### config.mk
export PLATFORM = sky130hd
export DESIGN_NAME = mem_stage_sram_flat
export DESIGN_NICKNAME = d
export VERILOG_FILES = /design/src/rtl/mem_stage_sram_pkg.sv /design/src/rtl/mem_stage_sram_if.sv /design/src/rtl/mem_stage_sram_half_access.sv /design/src/rtl/mem_stage_sram.sv /design/src/flat_wrapper.sv
export SDC_FILE = /design/constraint.sdc
export NUM_CORES = 1
export LEC_CHECK = 0
export CAP_MARGIN = 20
export CORE_MARGIN = 2
export CORE_UTILIZATION = 45
export DETAILED_ROUTE_END_ITERATION = 8
export HOLD_SLACK_MARGIN = 0.08
export PLACE_DENSITY_LB_ADDON = 0.15
export RECOVER_POWER = 100
export SKIP_LAST_GASP = 1
export SYNTH_ARGS = -nofsm -noshare
export SYNTH_HDL_FRONTEND = slang
export SYNTH_HIERARCHICAL = 1
export SYNTH_SLANG_ARGS = --single-unit
export TNS_END_PERCENT = 50
### constraint.sdc
create_clock -name clk -period 2.86 [get_ports clk]
set_input_delay 0.715 -clock clk [delete_from_list [all_inputs] [get_ports clk]]
set_output_delay 0.715 -clock clk [all_outputs]
set_load 0.01 [all_outputs]
### src/rtl/mem_stage_sram_pkg.sv
// Shared types for the MEM stage SRAM controller: word width, SRAM widths, FSM encoding.
// Pure declarations; no logic and no latency of its own.
package mem_stage_sram_pkg;

  localparam int WORD_LEN          = 32;
  localparam int SRAM_DQ_LEN       = 16;
  localparam int SRAM_ADDR_LEN_DEF = 18;

  typedef enum logic [2:0] {
    MS_IDLE  = 3'd0,
    MS_RD_LO = 3'd1,
    MS_RD_HI = 3'd2,
    MS_WR_LO = 3'd3,
    MS_WR_HI = 3'd4,
    MS_DONE  = 3'd5
  } ms_state_t;

  function automatic logic is_read(ms_state_t s);
    return (s == MS_RD_LO) || (s == MS_RD_HI);
  endfunction

  function automatic logic is_write(ms_state_t s);
    return (s == MS_WR_LO) || (s == MS_WR_HI);
  endfunction

  function automatic logic is_access(ms_state_t s);
    return is_read(s) || is_write(s);
  endfunction

  function automatic logic is_hi(ms_state_t s);
    return (s == MS_RD_HI) || (s == MS_WR_HI);
  endfunction

endpackage

### src/rtl/mem_stage_sram_if.sv
// Pipeline-side request/result bus plus the 16-bit SRAM pins of the MEM stage.
// slave = the MEM stage itself, master = whatever drives requests and models the SRAM.
interface mem_stage_sram_if
  import mem_stage_sram_pkg::*;
#(
  parameter int SRAM_ADDR_LEN = SRAM_ADDR_LEN_DEF
) ();

  logic                     MEM_R_EN_IN;
  logic                     MEM_W_EN_IN;
  logic [WORD_LEN-1:0]      ALUResIn;
  logic [WORD_LEN-1:0]      stValIn;
  logic [WORD_LEN-1:0]      memReadVal;
  logic                     freeze;
  logic [SRAM_ADDR_LEN-1:0] SRAM_ADDR;
  logic [SRAM_DQ_LEN-1:0]   SRAM_DQ_OUT;
  logic                     SRAM_DQ_OE;
  logic [SRAM_DQ_LEN-1:0]   SRAM_DQ_IN;
  logic                     SRAM_WE_N;
  logic                     SRAM_OE_N;

  modport slave (
    input  MEM_R_EN_IN, MEM_W_EN_IN, ALUResIn, stValIn, SRAM_DQ_IN,
    output memReadVal, freeze, SRAM_ADDR, SRAM_DQ_OUT, SRAM_DQ_OE, SRAM_WE_N, SRAM_OE_N
  );

  modport master (
    output MEM_R_EN_IN, MEM_W_EN_IN, ALUResIn, stValIn, SRAM_DQ_IN,
    input  memReadVal, freeze, SRAM_ADDR, SRAM_DQ_OUT, SRAM_DQ_OE, SRAM_WE_N, SRAM_OE_N
  );

endinterface

### src/rtl/mem_stage_sram_half_access.sv
// Per-half-word wait counter and registered SRAM strobes, driven by the MEM stage FSM.
// Strobes take effect on the edge entering a state; 'last' flags the final wait cycle of a half.
module mem_stage_sram_half_access
  import mem_stage_sram_pkg::*;
#(
  parameter int WAIT_CYCLES   = 2,
  parameter int SRAM_ADDR_LEN = SRAM_ADDR_LEN_DEF
) (
  input  logic                     clk,
  input  logic                     rst,
  input  ms_state_t                state,
  input  ms_state_t                state_n,
  input  logic [SRAM_ADDR_LEN-1:0] addr_n,
  input  logic [SRAM_DQ_LEN-1:0]   wdat_n,
  output logic                     last,
  output logic [SRAM_ADDR_LEN-1:0] sram_addr,
  output logic [SRAM_DQ_LEN-1:0]   sram_dq_out,
  output logic                     sram_dq_oe,
  output logic                     sram_we_n,
  output logic                     sram_oe_n
);

  localparam int            CW       = $clog2(WAIT_CYCLES) + 1;
  localparam logic [CW-1:0] CNT_LAST = CW'(WAIT_CYCLES - 1);

  logic [CW-1:0] cnt;
  logic [CW-1:0] cnt_n;
  logic          we_n_n;

  assign last = (cnt == CNT_LAST);

  // Counter restarts whenever a new half begins or the FSM leaves the access states.
  always_comb begin
    cnt_n = '0;
    if (is_access(state_n) && (state_n == state))
      cnt_n = cnt + CW'(1);
  end

  // Write strobe releases on the last wait cycle to give the SRAM data hold time,
  // unless there is only one cycle to work with.
  assign we_n_n = (WAIT_CYCLES > 1) ? (cnt_n == CNT_LAST) : 1'b0;

  always_ff @(posedge clk) begin
    if (rst) begin
      cnt         <= '0;
      sram_addr   <= '0;
      sram_dq_out <= '0;
      sram_dq_oe  <= 1'b0;
      sram_we_n   <= 1'b1;
      sram_oe_n   <= 1'b1;
    end else begin
      cnt        <= cnt_n;
      sram_dq_oe <= is_write(state_n);
      sram_oe_n  <= !is_read(state_n);
      sram_we_n  <= is_write(state_n) ? we_n_n : 1'b1;
      if (is_access(state_n))
        sram_addr <= addr_n;
      if (is_write(state_n))
        sram_dq_out <= wdat_n;
    end
  end

endmodule

### src/rtl/mem_stage_sram.sv
// MEM stage: 32-bit load/store as two 16-bit async SRAM accesses; freeze holds the pipeline for 2*WAIT_CYCLES+1 cycles.
// Optional one-entry read cache (MEM_STAGE_READ_CACHE_EN) lets a repeated load complete in IDLE without freezing.
module mem_stage_sram
  import mem_stage_sram_pkg::*;
#(
  parameter logic [WORD_LEN-1:0] BASE_ADDR     = 32'd1024,
  parameter int                  WAIT_CYCLES   = 2,
  parameter int                  SRAM_ADDR_LEN = SRAM_ADDR_LEN_DEF
) (
  input logic             clk,
  input logic             rst,
  mem_stage_sram_if.slave ms
);

  localparam int WW = SRAM_ADDR_LEN - 1;

  ms_state_t                state;
  ms_state_t                state_n;
  logic [WORD_LEN-1:0]      off;
  logic [WW-1:0]            word_in;
  logic [WW-1:0]            word_q;
  logic [WW-1:0]            word_n;
  logic [WORD_LEN-1:0]      data_q;
  logic [WORD_LEN-1:0]      data_n;
  logic [SRAM_ADDR_LEN-1:0] addr_n;
  logic [SRAM_DQ_LEN-1:0]   wdat_n;
  logic [SRAM_DQ_LEN-1:0]   rd_lo_q;
  logic [WORD_LEN-1:0]      rd_val_q;
  logic                     last;
  logic                     hit;
  logic [WORD_LEN-1:0]      hit_dat;
  logic                     addr_unused;

  // Offsets beyond the SRAM are folded silently; the discarded bits go nowhere.
  assign off         = ms.ALUResIn - BASE_ADDR;
  assign word_in     = off[SRAM_ADDR_LEN:2];
  assign addr_unused = ^{off[WORD_LEN-1:SRAM_ADDR_LEN+1], off[1:0]};

`ifdef MEM_STAGE_READ_CACHE_EN
  logic                cache_vld;
  logic [WW-1:0]       cache_word;
  logic [WORD_LEN-1:0] cache_dat;

  assign hit     = (state == MS_IDLE) && ms.MEM_R_EN_IN && !ms.MEM_W_EN_IN &&
                   cache_vld && (cache_word == word_in);
  assign hit_dat = cache_dat;

  always_ff @(posedge clk) begin
    if (rst) begin
      cache_vld <= 1'b0;
    end else if (state == MS_RD_HI && last) begin
      cache_vld  <= 1'b1;
      cache_word <= word_q;
      cache_dat  <= {ms.SRAM_DQ_IN, rd_lo_q};
    end else if (state == MS_WR_HI && last && cache_vld && cache_word == word_q) begin
      cache_dat <= data_q;
    end
  end
`else
  assign hit     = 1'b0;
  assign hit_dat = '0;
`endif

  always_comb begin
    state_n = state;
    unique case (state)
      MS_IDLE: begin
        if (ms.MEM_W_EN_IN)
          state_n = MS_WR_LO;
        else if (ms.MEM_R_EN_IN && !hit)
          state_n = MS_RD_LO;
      end
      MS_RD_LO: if (last) state_n = MS_RD_HI;
      MS_RD_HI: if (last) state_n = MS_DONE;
      MS_WR_LO: if (last) state_n = MS_WR_HI;
      MS_WR_HI: if (last) state_n = MS_DONE;
      MS_DONE:  state_n = MS_IDLE;
      default:  state_n = MS_IDLE;
    endcase
  end

  // The first strobe edge must see the live request, not the not-yet-latched copy.
  always_comb begin
    word_n = (state == MS_IDLE) ? word_in : word_q;
    data_n = (state == MS_IDLE) ? ms.stValIn : data_q;
    addr_n = {word_n, is_hi(state_n)};
    wdat_n = is_hi(state_n) ? data_n[31:16] : data_n[15:0];
  end

  always_ff @(posedge clk) begin
    if (rst) begin
      state    <= MS_IDLE;
      word_q   <= '0;
      data_q   <= '0;
      rd_lo_q  <= '0;
      rd_val_q <= '0;
    end else begin
      state <= state_n;
      if (state == MS_IDLE && state_n != MS_IDLE) begin
        word_q <= word_in;
        data_q <= ms.stValIn;
      end
      if (state == MS_RD_LO && last)
        rd_lo_q <= ms.SRAM_DQ_IN;
      if (state == MS_RD_HI && last)
        rd_val_q <= {ms.SRAM_DQ_IN, rd_lo_q};
      else if (hit)
        rd_val_q <= hit_dat;
    end
  end

  assign ms.freeze     = ((state == MS_IDLE) && (ms.MEM_R_EN_IN || ms.MEM_W_EN_IN) && !hit) ||
                         is_access(state);
  assign ms.memReadVal = hit ? hit_dat : rd_val_q;

  mem_stage_sram_half_access #(
    .WAIT_CYCLES   (WAIT_CYCLES),
    .SRAM_ADDR_LEN (SRAM_ADDR_LEN)
  ) u_half (
    .clk         (clk),
    .rst         (rst),
    .state       (state),
    .state_n     (state_n),
    .addr_n      (addr_n),
    .wdat_n      (wdat_n),
    .last        (last),
    .sram_addr   (ms.SRAM_ADDR),
    .sram_dq_out (ms.SRAM_DQ_OUT),
    .sram_dq_oe  (ms.SRAM_DQ_OE),
    .sram_we_n   (ms.SRAM_WE_N),
    .sram_oe_n   (ms.SRAM_OE_N)
  );

endmodule

### src/flat_wrapper.sv
// flat-port wrapper written by rule: the top's interface ports become plain ports
module mem_stage_sram_flat import mem_stage_sram_pkg::*;
#(
  parameter logic [WORD_LEN-1:0] BASE_ADDR     = 32'd1024,
  parameter int                  WAIT_CYCLES   = 2,
  parameter int                  SRAM_ADDR_LEN = SRAM_ADDR_LEN_DEF
)
  (clk, rst, ms_MEM_R_EN_IN, ms_MEM_W_EN_IN, ms_ALUResIn, ms_stValIn, ms_SRAM_DQ_IN, ms_memReadVal, ms_freeze, ms_SRAM_ADDR, ms_SRAM_DQ_OUT, ms_SRAM_DQ_OE, ms_SRAM_WE_N, ms_SRAM_OE_N);
  mem_stage_sram_if #(.SRAM_ADDR_LEN(SRAM_ADDR_LEN)) ms_i ();
  input logic clk;
  input logic rst;
  input wire logic [$bits(ms_i.MEM_R_EN_IN)-1:0] ms_MEM_R_EN_IN;
  input wire logic [$bits(ms_i.MEM_W_EN_IN)-1:0] ms_MEM_W_EN_IN;
  input wire logic [$bits(ms_i.ALUResIn)-1:0] ms_ALUResIn;
  input wire logic [$bits(ms_i.stValIn)-1:0] ms_stValIn;
  input wire logic [$bits(ms_i.SRAM_DQ_IN)-1:0] ms_SRAM_DQ_IN;
  output wire logic [$bits(ms_i.memReadVal)-1:0] ms_memReadVal;
  output wire logic [$bits(ms_i.freeze)-1:0] ms_freeze;
  output wire logic [$bits(ms_i.SRAM_ADDR)-1:0] ms_SRAM_ADDR;
  output wire logic [$bits(ms_i.SRAM_DQ_OUT)-1:0] ms_SRAM_DQ_OUT;
  output wire logic [$bits(ms_i.SRAM_DQ_OE)-1:0] ms_SRAM_DQ_OE;
  output wire logic [$bits(ms_i.SRAM_WE_N)-1:0] ms_SRAM_WE_N;
  output wire logic [$bits(ms_i.SRAM_OE_N)-1:0] ms_SRAM_OE_N;
  assign ms_i.MEM_R_EN_IN = ms_MEM_R_EN_IN;
  assign ms_i.MEM_W_EN_IN = ms_MEM_W_EN_IN;
  assign ms_i.ALUResIn = ms_ALUResIn;
  assign ms_i.stValIn = ms_stValIn;
  assign ms_i.SRAM_DQ_IN = ms_SRAM_DQ_IN;
  assign ms_memReadVal = ms_i.memReadVal;
  assign ms_freeze = ms_i.freeze;
  assign ms_SRAM_ADDR = ms_i.SRAM_ADDR;
  assign ms_SRAM_DQ_OUT = ms_i.SRAM_DQ_OUT;
  assign ms_SRAM_DQ_OE = ms_i.SRAM_DQ_OE;
  assign ms_SRAM_WE_N = ms_i.SRAM_WE_N;
  assign ms_SRAM_OE_N = ms_i.SRAM_OE_N;
  mem_stage_sram #(.BASE_ADDR(BASE_ADDR), .WAIT_CYCLES(WAIT_CYCLES), .SRAM_ADDR_LEN(SRAM_ADDR_LEN)) u_core (.clk(clk), .rst(rst), .ms(ms_i));
endmodule
==> results of run 1 <==
==> through the flow <==
stage	total power [mW]	cell area (um2)	utilization, %	setup slack [ns]
2_1_floorplan	3.15	6210	-	0.574
3_3_place_gp	3.72	7900	59.2	-0.00475
6_report	5.98	8480	63.5	0.0655
4_1_cts	6.07	8520	63.8	0.0475
3_5_place_dp	3.76	7900	59.2	-0.112
5_1_grt	6.25	8480	63.5	0.00982
==> sequential cells by signal, indices dropped and copies added, names as in the netlist <==
signal and flops:
u_core/ms.memReadVal 32, u_core/u_half/sram_dq_out 16, u_core/rd_lo_q 16, u_core/state 3, u_core/u_half/sram_dq_oe 1, u_core/u_half/sram_oe_n 1, u_core/word_q 17, u_core/u_half/sram_addr 18
u_core/u_half/cnt 2, u_core/data_q 32, u_core/u_half/sram_we_n 1
==> how the worst max path moves through the flow <==
stage                                     to  slack, ns
3_3_place_gp   u_core/u_half/sram_dq_out[10]     -0.005
5_1_grt                            ms_freeze       0.01
6_report                           ms_freeze       0.07
2_1_floorplan  u_core/u_half/sram_dq_out[10]       0.57
4_1_cts                            ms_freeze       0.05
3_5_place_dp     u_core/u_half/sram_addr[12]      -0.11
==> logic make-up after synthesis <==
logic type / share of synthesized area [%]
DFF: 44.8
AOI/OAI and AO/OA: 20.6
adders and majority gates: 0.403
muxes: 8.07
xor gates and xnor gates: 0.846
buffers and inverters: 5.74
and+or+nand+nor: 19.5
==> worst min-delay path: stages (launching register included) <==
cell and delay, ns:
dfxtp_1 0.30, nand2_1 0.05, a21oi_1 0.05
==> cells in the mapped netlist (2+ instances only) <==
cell type and instances:
a211oi_1 7, a21oi_1 133, a22oi_1 2, a311oi_1 3
a31oi_1 5, buf_2 17, buf_4 2, buf_6 4
clkbuf_1 49, dfxtp_1 139, ha_1 2, inv_1 6
mux2i_1 49, nand2_1 127, nand3_1 65, nand3_2 10
nand4bb_1 2, nor2_1 11, nor2b_1 2, nor3_1 3
nor4bb_1 4, o21ai_0 76, o21ai_1 6, or2_2 2
or3_1 4, or4_4 2, xnor2_1 5
==> area by class of cell <==
| type | instances | area (um2) | area share [%] |
|---|---|---|---|
| clock buffers | 17 | 425 | 5.02 |
| clock inverters | 15 | 199 | 2.35 |
| inverters | 6 | 22.5 | 0.266 |
| multi-input cells | 543 | 3090 | 36.4 |
| flip-flops and latches | 139 | 2780 | 32.8 |
| well taps | 176 | 220 | 2.60 |
| repair buffers | 172 | 1740 | 20.5 |
==> cell usage in the layout (no fill, tap or decap), types with 3 or more instances in the layout <==
master,count
nand3_1,65
inv_1,6
clkbuf_16,17
xnor2_1,5
a211oi_1,7
nor4bb_1,3
clkdlybuf4s50_1,68
buf_4,20
or3_1,4
clkbuf_1,3
nor2_1,11
dfxtp_1,139
nand3_2,10
dlygate4sd3_1,69
clkinv_2,4
nand2_1,127
mux2i_1,49
nor3_1,3
a21oi_1,134
a31oi_1,5
clkinv_4,4
a311oi_1,3
bufinv_16,4
buf_12,10
o21ai_0,82
==> report_power, final <==
part           internal (mW)  total, mW  switching (mW)
clock network           1.46       2.31           0.849
registers               2.13       2.23          0.0980
logic                  0.664       1.44           0.780
==> routing by layer <==
layer | share of wire (%) | GRT usage, %
met1 | 46 | 29.3
met2 | 47 | 36.0
met3 | 5.6 | 6.16
met4 | 1.1 | 7.18
met5 | 0 | 0
==> metrics.md, run 1 <==
| Metric | Value |
|---|---|
| Outcome | `complete, no violations` |
| Mapped Cells | `761` |
| Peak supply drop | `404 uV` |
| DIE AREA | `14800 um2` |
| Reg clk slew, reported paths | `0.06 ns` |
| Tcrit/Tclk final | `97.7%` |
| Wire length per cell | `15.4 um` |
| Overflow after GRT | `0` |
| Most area-consuming cells after synthesis | `dfxtp_1, a21oi_1, mux2i_1` |
| # diodes | `0` |
| Crit path depth | `4` |
| Gr usage total | `22.4%` |
| Number of global-route vias before repair | `5454` |
| CP top delay family | `buffers and inverters` |
| Vias per inst | `5.46` |
| Die Y | `122 um` |
| Htree depth | `4` |
| Cell variety after synth | `51` |
| Critical Path RT | `2.14 ns` |
| R2R setup slack | `0.21 ns` |
| Nets@finish | `965` |
| F_max | `0.358 GHz` |
| TritonRoute pass-1 iters | `5` |
| Io pins | `154` |
| Dpl cells | `1036` |
| Post-route clock skew | `0.00586 ns` |
| CTS Root Cell | `clkbuf_16` |
| Syn-to-layout area delta | `36.5%` |
| Die W | `122 um` |
| Worst-path cell chain | `clkdlybuf4s50_1 > nor3_1 > mux2i_1 > clkdlybuf4s50_1` |
| R2R cell count | `8` |
| Layout cells sized above 1 | `10.3%` |
| Number of setup buffers added after CTS | `0` |
| Clk sink count | `139` |
| Clock latency at the later pin of the worst-skew pair | `0.42 ns` |
| Synth top area share | `44.8%` |
| Register bit total from synthesis | `139` |
| Slowest CP cell | `clkdlybuf4s50_1` |
| Worst setup SP type | `input port` |
| Top_reg_cell synth | `dfxtp_1` |
| Crit path DAT | `2.08 ns` |
| Crit path top cell by count | `clkdlybuf4s50_1` |
| Synth async-reset ratio | `0%` |
| Buf/Inv on CP | `2` |
| Leak | `3.32 nW` |
| Hold EP | `u_core/ms.memReadVal[10]` |
| Hold Path Depth | `2` |
| Critical Path Fanout Max | `3` |
| Syn nets | `847` |
| Worst-Margin Slew | `0.963 ns` |
| Starting density of the core | `46.6%` |
| Area leader, netlist | `dfxtp_1` |
| Hold Fails Final Rpt | `0` |
| Max Slew Vio Count | `0` |
| DRT Wirelength | `16500 um` |
| Synth warn | `6` |
| DR iter-0 viols | `353` |
| Total DRC errors in the routed layout | `0` |
| RSZ-0062 raised after global routing | `no` |
| Via Count | `5828` |
| Gpl congestion | `0.798` |
| Post-route insts no fill | `1068` |
| Crit path time final | `2.79 ns` |
| Post-route ant nets | `0` |
| Worst reg2reg startpoint | `u_core/u_half/cnt[0]` |
| EDFF count, synth | `0` |
| First-pass GRT wire length | `26300 um` |
| Port Buffers | `138` |
| Hpwl dp | `11100 um` |
| Critical path type | `input port to primary output` |
| CP peak stage delay | `0.58 ns` |
| Resize count post-CTS | `0` |
| Hold_sp | `u_core/ms.memReadVal[10]` |
| PwrDens | `705 nW/um2` |
| CTS tree | `yes` |
| TritonCTS buffer count | `17` |
| Antenna violations before repair | `0` |
| Max-cap violations | `0` |
| Setup violations, final | `0` |
| Sequential element share of the synthesized area | `44.8%` |
| Core ar. | `13300 um2` |
| CP Launch Point | `ms_MEM_R_EN_IN` |
| Clock buffer depth | `2` |
| Setup_tns | `0 ns` |
| Hold Crit Class | `register to register` |
| Synthesized cell area | `6210 um2` |
| Row Count | `42` |
| # fillers | `1174` |
| Slew margin rel. | `35.8%` |
| Largest net degree at the start of global routing | `92` |
| Synth Area per Inst | `8.17 um2` |
| # hold bufs at CTS | `0` |
| CP endpoint kind | `primary output` |
| WHS | `0.452 ns` |
| Crit Reg-Reg Endpoint | `u_core/u_half/sram_dq_out[8]` |
(Power assumes the default switching activity.)
==> run 2, diff against run 1 <==
ABC_CLOCK_PERIOD_IN_PS = 3400   (was unset)
clock period = 3.4 ns   (was 2.86 ns; I/O delays follow)
==> run 2 against run 1 <==
Wire length rose by 0.73%. Highest routed layer unchanged. Combinational power fell by 22%. Critical path depth did not move. Final cell count fell by 1.6%. Largest cell class unchanged. Register-to-register slack improved by 0.46 ns. Sequential power fell by 16%. Final area fell by 2.4%.
==> metrics.md, run 2 (synthesis gave the netlist of run 1 again) <==
| Metric | Value |
|---|---|
| DIE AREA | `14800 um2 (unchanged)` |
| Worst-Margin Slew | `1.43 ns (was 0.963 ns)` |
| Setup violations, final | `0 (unchanged)` |
| Antenna violations before repair | `0 (unchanged)` |
| First-pass GRT wire length | `26400 um (was 26300 um)` |
| Die W | `122 um (unchanged)` |
| CTS Root Cell | `clkbuf_16 (unchanged)` |
| DR iter-0 viols | `373 (was 353)` |
| R2R cell count | `8 (unchanged)` |
| Htree depth | `4 (unchanged)` |
| Hold Crit Class | `register to register (unchanged)` |
| Clock latency at the later pin of the worst-skew pair | `0.42 ns (about the same)` |
| Wire length per cell | `15.8 um (was 15.4 um)` |
| Outcome | `complete, no violations (unchanged)` |
| Max Slew Vio Count | `0 (unchanged)` |
| Via Count | `5819 (was 5828)` |
| Worst reg2reg startpoint | `u_core/u_half/cnt[0] (unchanged)` |
| Crit path time final | `3.17 ns` |
| Critical Path RT | `2.55 ns (was 2.14 ns)` |
| CP endpoint kind | `primary output (unchanged)` |
| WHS | `0.449 ns (was 0.452 ns)` |
| Die Y | `122 um (unchanged)` |
| Core ar. | `13300 um2 (unchanged)` |
| Crit Reg-Reg Endpoint | `u_core/u_half/sram_addr[8] (was u_core/u_half/sram_dq_out[8])` |
| Critical path type | `input port to primary output (unchanged)` |
| Leak | `3.21 nW (was 3.32 nW)` |
| DRT Wirelength | `16600 um (was 16500 um)` |
| Largest net degree at the start of global routing | `98 (was 92)` |
| Reg clk slew, reported paths | `0.05 ns (was 0.06 ns)` |
| Io pins | `154 (unchanged)` |
| Overflow after GRT | `0 (unchanged)` |
| F_max | `0.315 GHz` |
| CP endpoint | `ms_freeze (unchanged)` |
| Vias per inst | `5.54 (was 5.46)` |
| Resize count post-CTS | `0 (unchanged)` |
| Multi-input gate area | `3090 um2 (about the same)` |
| Layout cells sized above 1 | `8.34% (was 10.3%)` |
| Nets@finish | `948 (was 965)` |
| Gpl congestion | `0.810 (was 0.798)` |
| PwrDens | `602 nW/um2 (was 705 nW/um2)` |
| Commonest cells after routing, fill and taps aside | `dfxtp_1, a21oi_1, nand2_1, o21ai_0, dlygate4sd3_1 (unchanged)` |
| Global route hottest layer | `met2 (unchanged)` |
| Slew margin rel. | `4.74% (was 35.8%)` |
| Post-route insts no fill | `1051 (was 1068)` |
| RSZ-0062 raised after global routing | `no (unchanged)` |
| Total DRC errors in the routed layout | `0 (unchanged)` |
| Syn-to-layout area delta | `33.1% (was 36.5%)` |
| Dpl cells | `1019 (was 1036)` |
| Hpwl dp | `10900 um (was 11100 um)` |
| Met2 Use GR | `35.7% (was 36.0%)` |
| R2R setup slack | `0.67 ns (was 0.21 ns)` |
| Hold Fails Final Rpt | `0 (unchanged)` |
| CTS tree | `yes (unchanged)` |
| Post-route clock skew | `0.0104 ns (was 0.00586 ns)` |
| Number of setup buffers added after CTS | `0 (unchanged)` |
| Row Count | `42 (unchanged)` |
| Register area | `2780 um2 (unchanged)` |
| Met3 GRT Util | `5.31% (was 6.16%)` |
| GRT met1 Usage | `29.8% (was 29.3%)` |
| Peak supply drop | `406 uV (was 404 uV)` |
| Starting density of the core | `46.6% (unchanged)` |
| Leading cell type in the layout, fill and taps excluded | `dfxtp_1 (unchanged)` |
| Critical Path Fanout Max | `4 (was 3)` |
| TritonRoute pass-1 iters | `5 (unchanged)` |
| Crit path DAT | `2.32 ns (was 2.08 ns)` |
| Port Buffers | `138 (unchanged)` |
| Setup_tns | `0 ns (unchanged)` |
| Worst setup SP type | `input port (unchanged)` |
| CP Launch Point | `ms_MEM_W_EN_IN (was ms_MEM_R_EN_IN)` |
| TritonCTS buffer count | `17 (unchanged)` |
| Tcrit/Tclk final | `93.3%` |
| # fillers | `1180 (was 1174)` |
| Max-cap violations | `0 (unchanged)` |
| Clk sink count | `139 (unchanged)` |
| Post-route ant nets | `0 (unchanged)` |
| Gr usage total | `22.5% (was 22.4%)` |
| # diodes | `0 (unchanged)` |
| # hold bufs at CTS | `0 (unchanged)` |
| Clock buffer depth | `2 (unchanged)` |
| Number of global-route vias before repair | `5356 (was 5454)` |
## run 2: cell types whose count changed in the layout (fill, tap and decap cells not counted), sizes merged
cell,previous run,this run
buf,30,13
clkbuf,22,26
clkdlybuf4s50,68,67
clkinv,8,4
clkinvlp,2,3
dlygate4sd3,69,70
inv,7,6
## run 2: power by group
| group | switching, mW | internal [mW] |
|---|---|---|
| registers | 0.0906 | 1.79 |
| clock network | 0.687 | 1.28 |
| logic | 0.634 | 0.498 |
## run 2: worst min-delay path by stage
stage	start	endpoint	slack (ns)	depth (start not counted)
2_1_floorplan	u_core/u_half/cnt[0]	u_core/u_half/cnt[0]	0.43	1
3_3_place_gp	u_core/rd_lo_q[4]	u_core/ms.memReadVal[4]	0.44	2
3_5_place_dp	u_core/rd_lo_q[14]	u_core/ms.memReadVal[14]	0.44	2
4_1_cts	u_core/rd_lo_q[15]	u_core/ms.memReadVal[15]	0.45	2
5_1_grt	u_core/rd_lo_q[15]	u_core/ms.memReadVal[15]	0.46	2
6_report	u_core/rd_lo_q[4]	u_core/ms.memReadVal[4]	0.45	2
## run 2: layer usage
metal  vias to the layer above  wire length [um]
met1                      2753              7360
li1                       2865                 -
met5                         -                 0
met4                         0               257
met2                       180              8070
met3                        21               896
## run 2: final cells by class
cell class,instances,area share (%)
clock buffer,21,5.69
clock inverter,11,2.01
inverter,6,0.272
multi-input combinational,543,37.3
sequential,139,33.6
tap,176,2.66
timing repair buffer,155,18.4
## run 2: worst max-delay path: stages
cell	delay, ns
dlygate4sd3_1	0.59
nor3_1	0.23
mux2i_1	0.12
clkdlybuf4s50_1	0.53
## run 2: per-stage QoR
| step | util [%] | total power, mW | worst slack [ns] | instance area (um2) |
|---|---|---|---|---|
| 3_5_place_dp | 57.5 | 3.08 | 0.270 | 7680 |
| 3_3_place_gp | 57.5 | 3.05 | 0.331 | 7680 |
| 2_1_floorplan | - | 2.65 | 0.979 | 6210 |
| 5_1_grt | 62.0 | 5.22 | 0.113 | 8270 |
| 4_1_cts | 62.3 | 5.06 | 0.290 | 8320 |
| 6_report | 62.0 | 4.98 | 0.227 | 8270 |
==> run 3, diff against run 2 <==
CTS_BUF_LIST = sky130_fd_sc_hd__clkbuf_4   (was unset)
==> run 3 against run 2 <==
The flow now finishes with violations (capacitance limit, slew limit). Maximum frequency increased by 0.19%. Clock power is 41% lower. Wire length decreased by 1.3%. Via count grew 0.70%. Global-route usage fell by 0.43 points. Worst hold slack better by 0.0079 ns. Worst setup slack gained 0.0059 ns. Sequential share of layout area up 1.3 points. Combinational power about the same. Critical path type unchanged. Highest routed layer unchanged.
==> metrics.md, run 3 (synthesis gave the netlist of run 1 again) <==
| Metric | Value |
|---|---|
| Critical Path Fanout Max | `4 (unchanged)` |
| Number of global-route vias before repair | `5289 (was 5356)` |
| Largest net degree at the start of global routing | `98 (unchanged)` |
| TritonRoute pass-1 iters | `6 (was 5)` |
| Antenna violations before repair | `0 (unchanged)` |
| Setup violations, final | `0 (unchanged)` |
| Worst-Margin Slew | `1.82 ns (was 1.43 ns)` |
| # fillers | `1211 (was 1180)` |
| Die Y | `122 um (unchanged)` |
| Gpl congestion | `0.810 (unchanged)` |
| DIE AREA | `14800 um2 (unchanged)` |
| Tcrit/Tclk final | `93.2% (was 93.3%)` |
| Slowest CP cell | `dlygate4sd3_1 (unchanged)` |
| Failing checks | `capacitance limit, slew limit` |
| Commonest cells after routing, fill and taps aside | `dfxtp_1, a21oi_1, nand2_1, o21ai_0, dlygate4sd3_1 (unchanged)` |
| # diodes | `0 (unchanged)` |
| CTS tree | `yes (unchanged)` |
| Overflow after GRT | `0 (unchanged)` |
| Htree depth | `4 (unchanged)` |
| Hpwl dp | `10900 um (unchanged)` |
| Setup_tns | `0 ns (unchanged)` |
| Starting density of the core | `46.6% (unchanged)` |
| Vias per inst | `5.58 (was 5.54)` |
| Crit path DAT | `2.32 ns (about the same)` |
| Register area | `2780 um2 (unchanged)` |
| Post-route clock skew | `0.00977 ns (was 0.0104 ns)` |
| CP peak stage delay | `0.59 ns (about the same)` |
| Nets@finish | `948 (unchanged)` |
| Syn-to-layout area delta | `28.0% (was 33.1%)` |
| PwrDens | `525 nW/um2 (was 602 nW/um2)` |
| Outcome | `finished, violations left (was complete, no violations)` |
| RSZ-0062 raised after global routing | `no (unchanged)` |
| Io pins | `154 (unchanged)` |
| Buf/Inv on CP | `2 (unchanged)` |
| Total DRC errors in the routed layout | `0 (unchanged)` |
| Clock buffer depth | `2 (unchanged)` |
| Critical Path RT | `2.55 ns (about the same)` |
| Core ar. | `13300 um2 (unchanged)` |
| Hold Crit Class | `register to register (unchanged)` |
| Leading cell type in the layout, fill and taps excluded | `dfxtp_1 (unchanged)` |
| Die W | `122 um (unchanged)` |
| Row Count | `42 (unchanged)` |
| Dpl cells | `1019 (unchanged)` |
| Post-route insts no fill | `1051 (unchanged)` |
| DP Worst Slack | `0.270 ns (unchanged)` |
| TritonCTS buffer count | `17 (unchanged)` |
| DP Area | `7680 um2 (unchanged)` |
| Via Count | `5860 (was 5819)` |
| Resize count post-CTS | `0 (unchanged)` |
| Gr usage total | `22.0% (was 22.5%)` |
| Final setup margin | `0.232 ns (was 0.227 ns)` |
| Port Buffers | `138 (unchanged)` |
| Worst setup SP type | `input port (unchanged)` |
| Slew margin rel. | `-21.6% (was 4.74%)` |
| Multi-input gate area | `3090 um2 (about the same)` |
| Reg clk slew, reported paths | `0.11 ns (was 0.05 ns)` |
| F_max | `0.316 GHz (was 0.315 GHz)` |
| CP endpoint kind | `primary output (unchanged)` |
| CP top delay family | `buffers and inverters (unchanged)` |
| # hold bufs at CTS | `0 (unchanged)` |
| Layout cells sized above 1 | `8.23% (was 8.34%)` |
| Wire length per cell | `15.6 um (was 15.8 um)` |
| Critical path type | `input port to primary output (unchanged)` |
| Max-cap violations | `1 (was 0)` |
| Hold Fails Final Rpt | `0 (unchanged)` |
| Clock latency at the later pin of the worst-skew pair | `0.53 ns (was 0.42 ns)` |
| Crit path time final | `3.17 ns (about the same)` |
| Post-route ant nets | `0 (unchanged)` |
| First-pass GRT wire length | `26200 um (was 26400 um)` |
| Peak supply drop | `334 uV (was 406 uV)` |
| DR iter-0 viols | `387 (was 373)` |
| Worst-path cell chain | `dlygate4sd3_1 > nor3_1 > mux2i_1 > clkdlybuf4s50_1 (unchanged)` |
| Number of setup buffers added after CTS | `0 (unchanged)` |
| DRT Wirelength | `16400 um (was 16600 um)` |
| Clk sink count | `139 (unchanged)` |
| CTS Root Cell | `clkbuf_4 (was clkbuf_16)` |
| Post-route cell area | `7960 um2 (was 8270 um2)` |
| Leak | `3.07 nW (was 3.21 nW)` |
| Max Slew Vio Count | `30 (was 0)` |
-- run 3: cell count changes in the layout (fill, tap and decap cells not counted), sizes merged --
| cell | change |
|---|---|
| clkinv | +3 |
| buf | +1 |
| clkbuf | -4 |
-- run 3: layout make-up --
class | count | share of cell area [%]
clock inverters | 14 | 2.23
inverters | 6 | 0.283
flip-flops and latches | 139 | 35.0
repair buffers | 155 | 19.2
multi-input cells | 543 | 38.8
well taps | 176 | 2.77
clock buffers | 18 | 1.70
-- run 3: where the power goes --
part	internal (mW)	switching (mW)	total, mW
clock	0.580	0.584	1.16
combinational	0.499	0.634	1.13
sequential	1.79	0.0896	1.88
-- run 3: stage by stage --
stage               hold slack, ns  utilization, %  power (mW)
finish                       0.457            59.6        4.17
global route                 0.473            59.6        4.41
CTS                          0.457            59.9        4.25
detailed placement           0.444            57.5        3.08
global placement             0.436            57.5        3.05
floorplan                    0.429               -        2.65
-- run 3: per-layer routing --
layer	routed length [um]	vias to the layer above	GRT usage [%]
li1	-	2870	-
met1	7240	2788	29.9
met2	7940	187	34.9
met3	986	15	5.12
met4	199	0	7.04
met5	0	-	0
-- run 3: final timing paths --
kind | cells past startpoint | slack [ns] | end | from
setup / recovery | 4 | 0.23 | ms_freeze | ms_MEM_W_EN_IN
setup reg to reg | 8 | 0.50 | u_core/u_half/sram_dq_out[8] | u_core/state[0]
hold / removal | 2 | 0.46 | u_core/ms.memReadVal[4] | u_core/rd_lo_q[4]
hold reg to reg | 2 | 0.46 | u_core/ms.memReadVal[4] | u_core/rd_lo_q[4]
-- run 3: worst min-delay path: cells and delay by family (launching register included) --
kind               cells  cell delay (ns)
AOI/OAI and AO/OA      1             0.05
DFF                    1             0.33
and+or+nand+nor        1             0.05
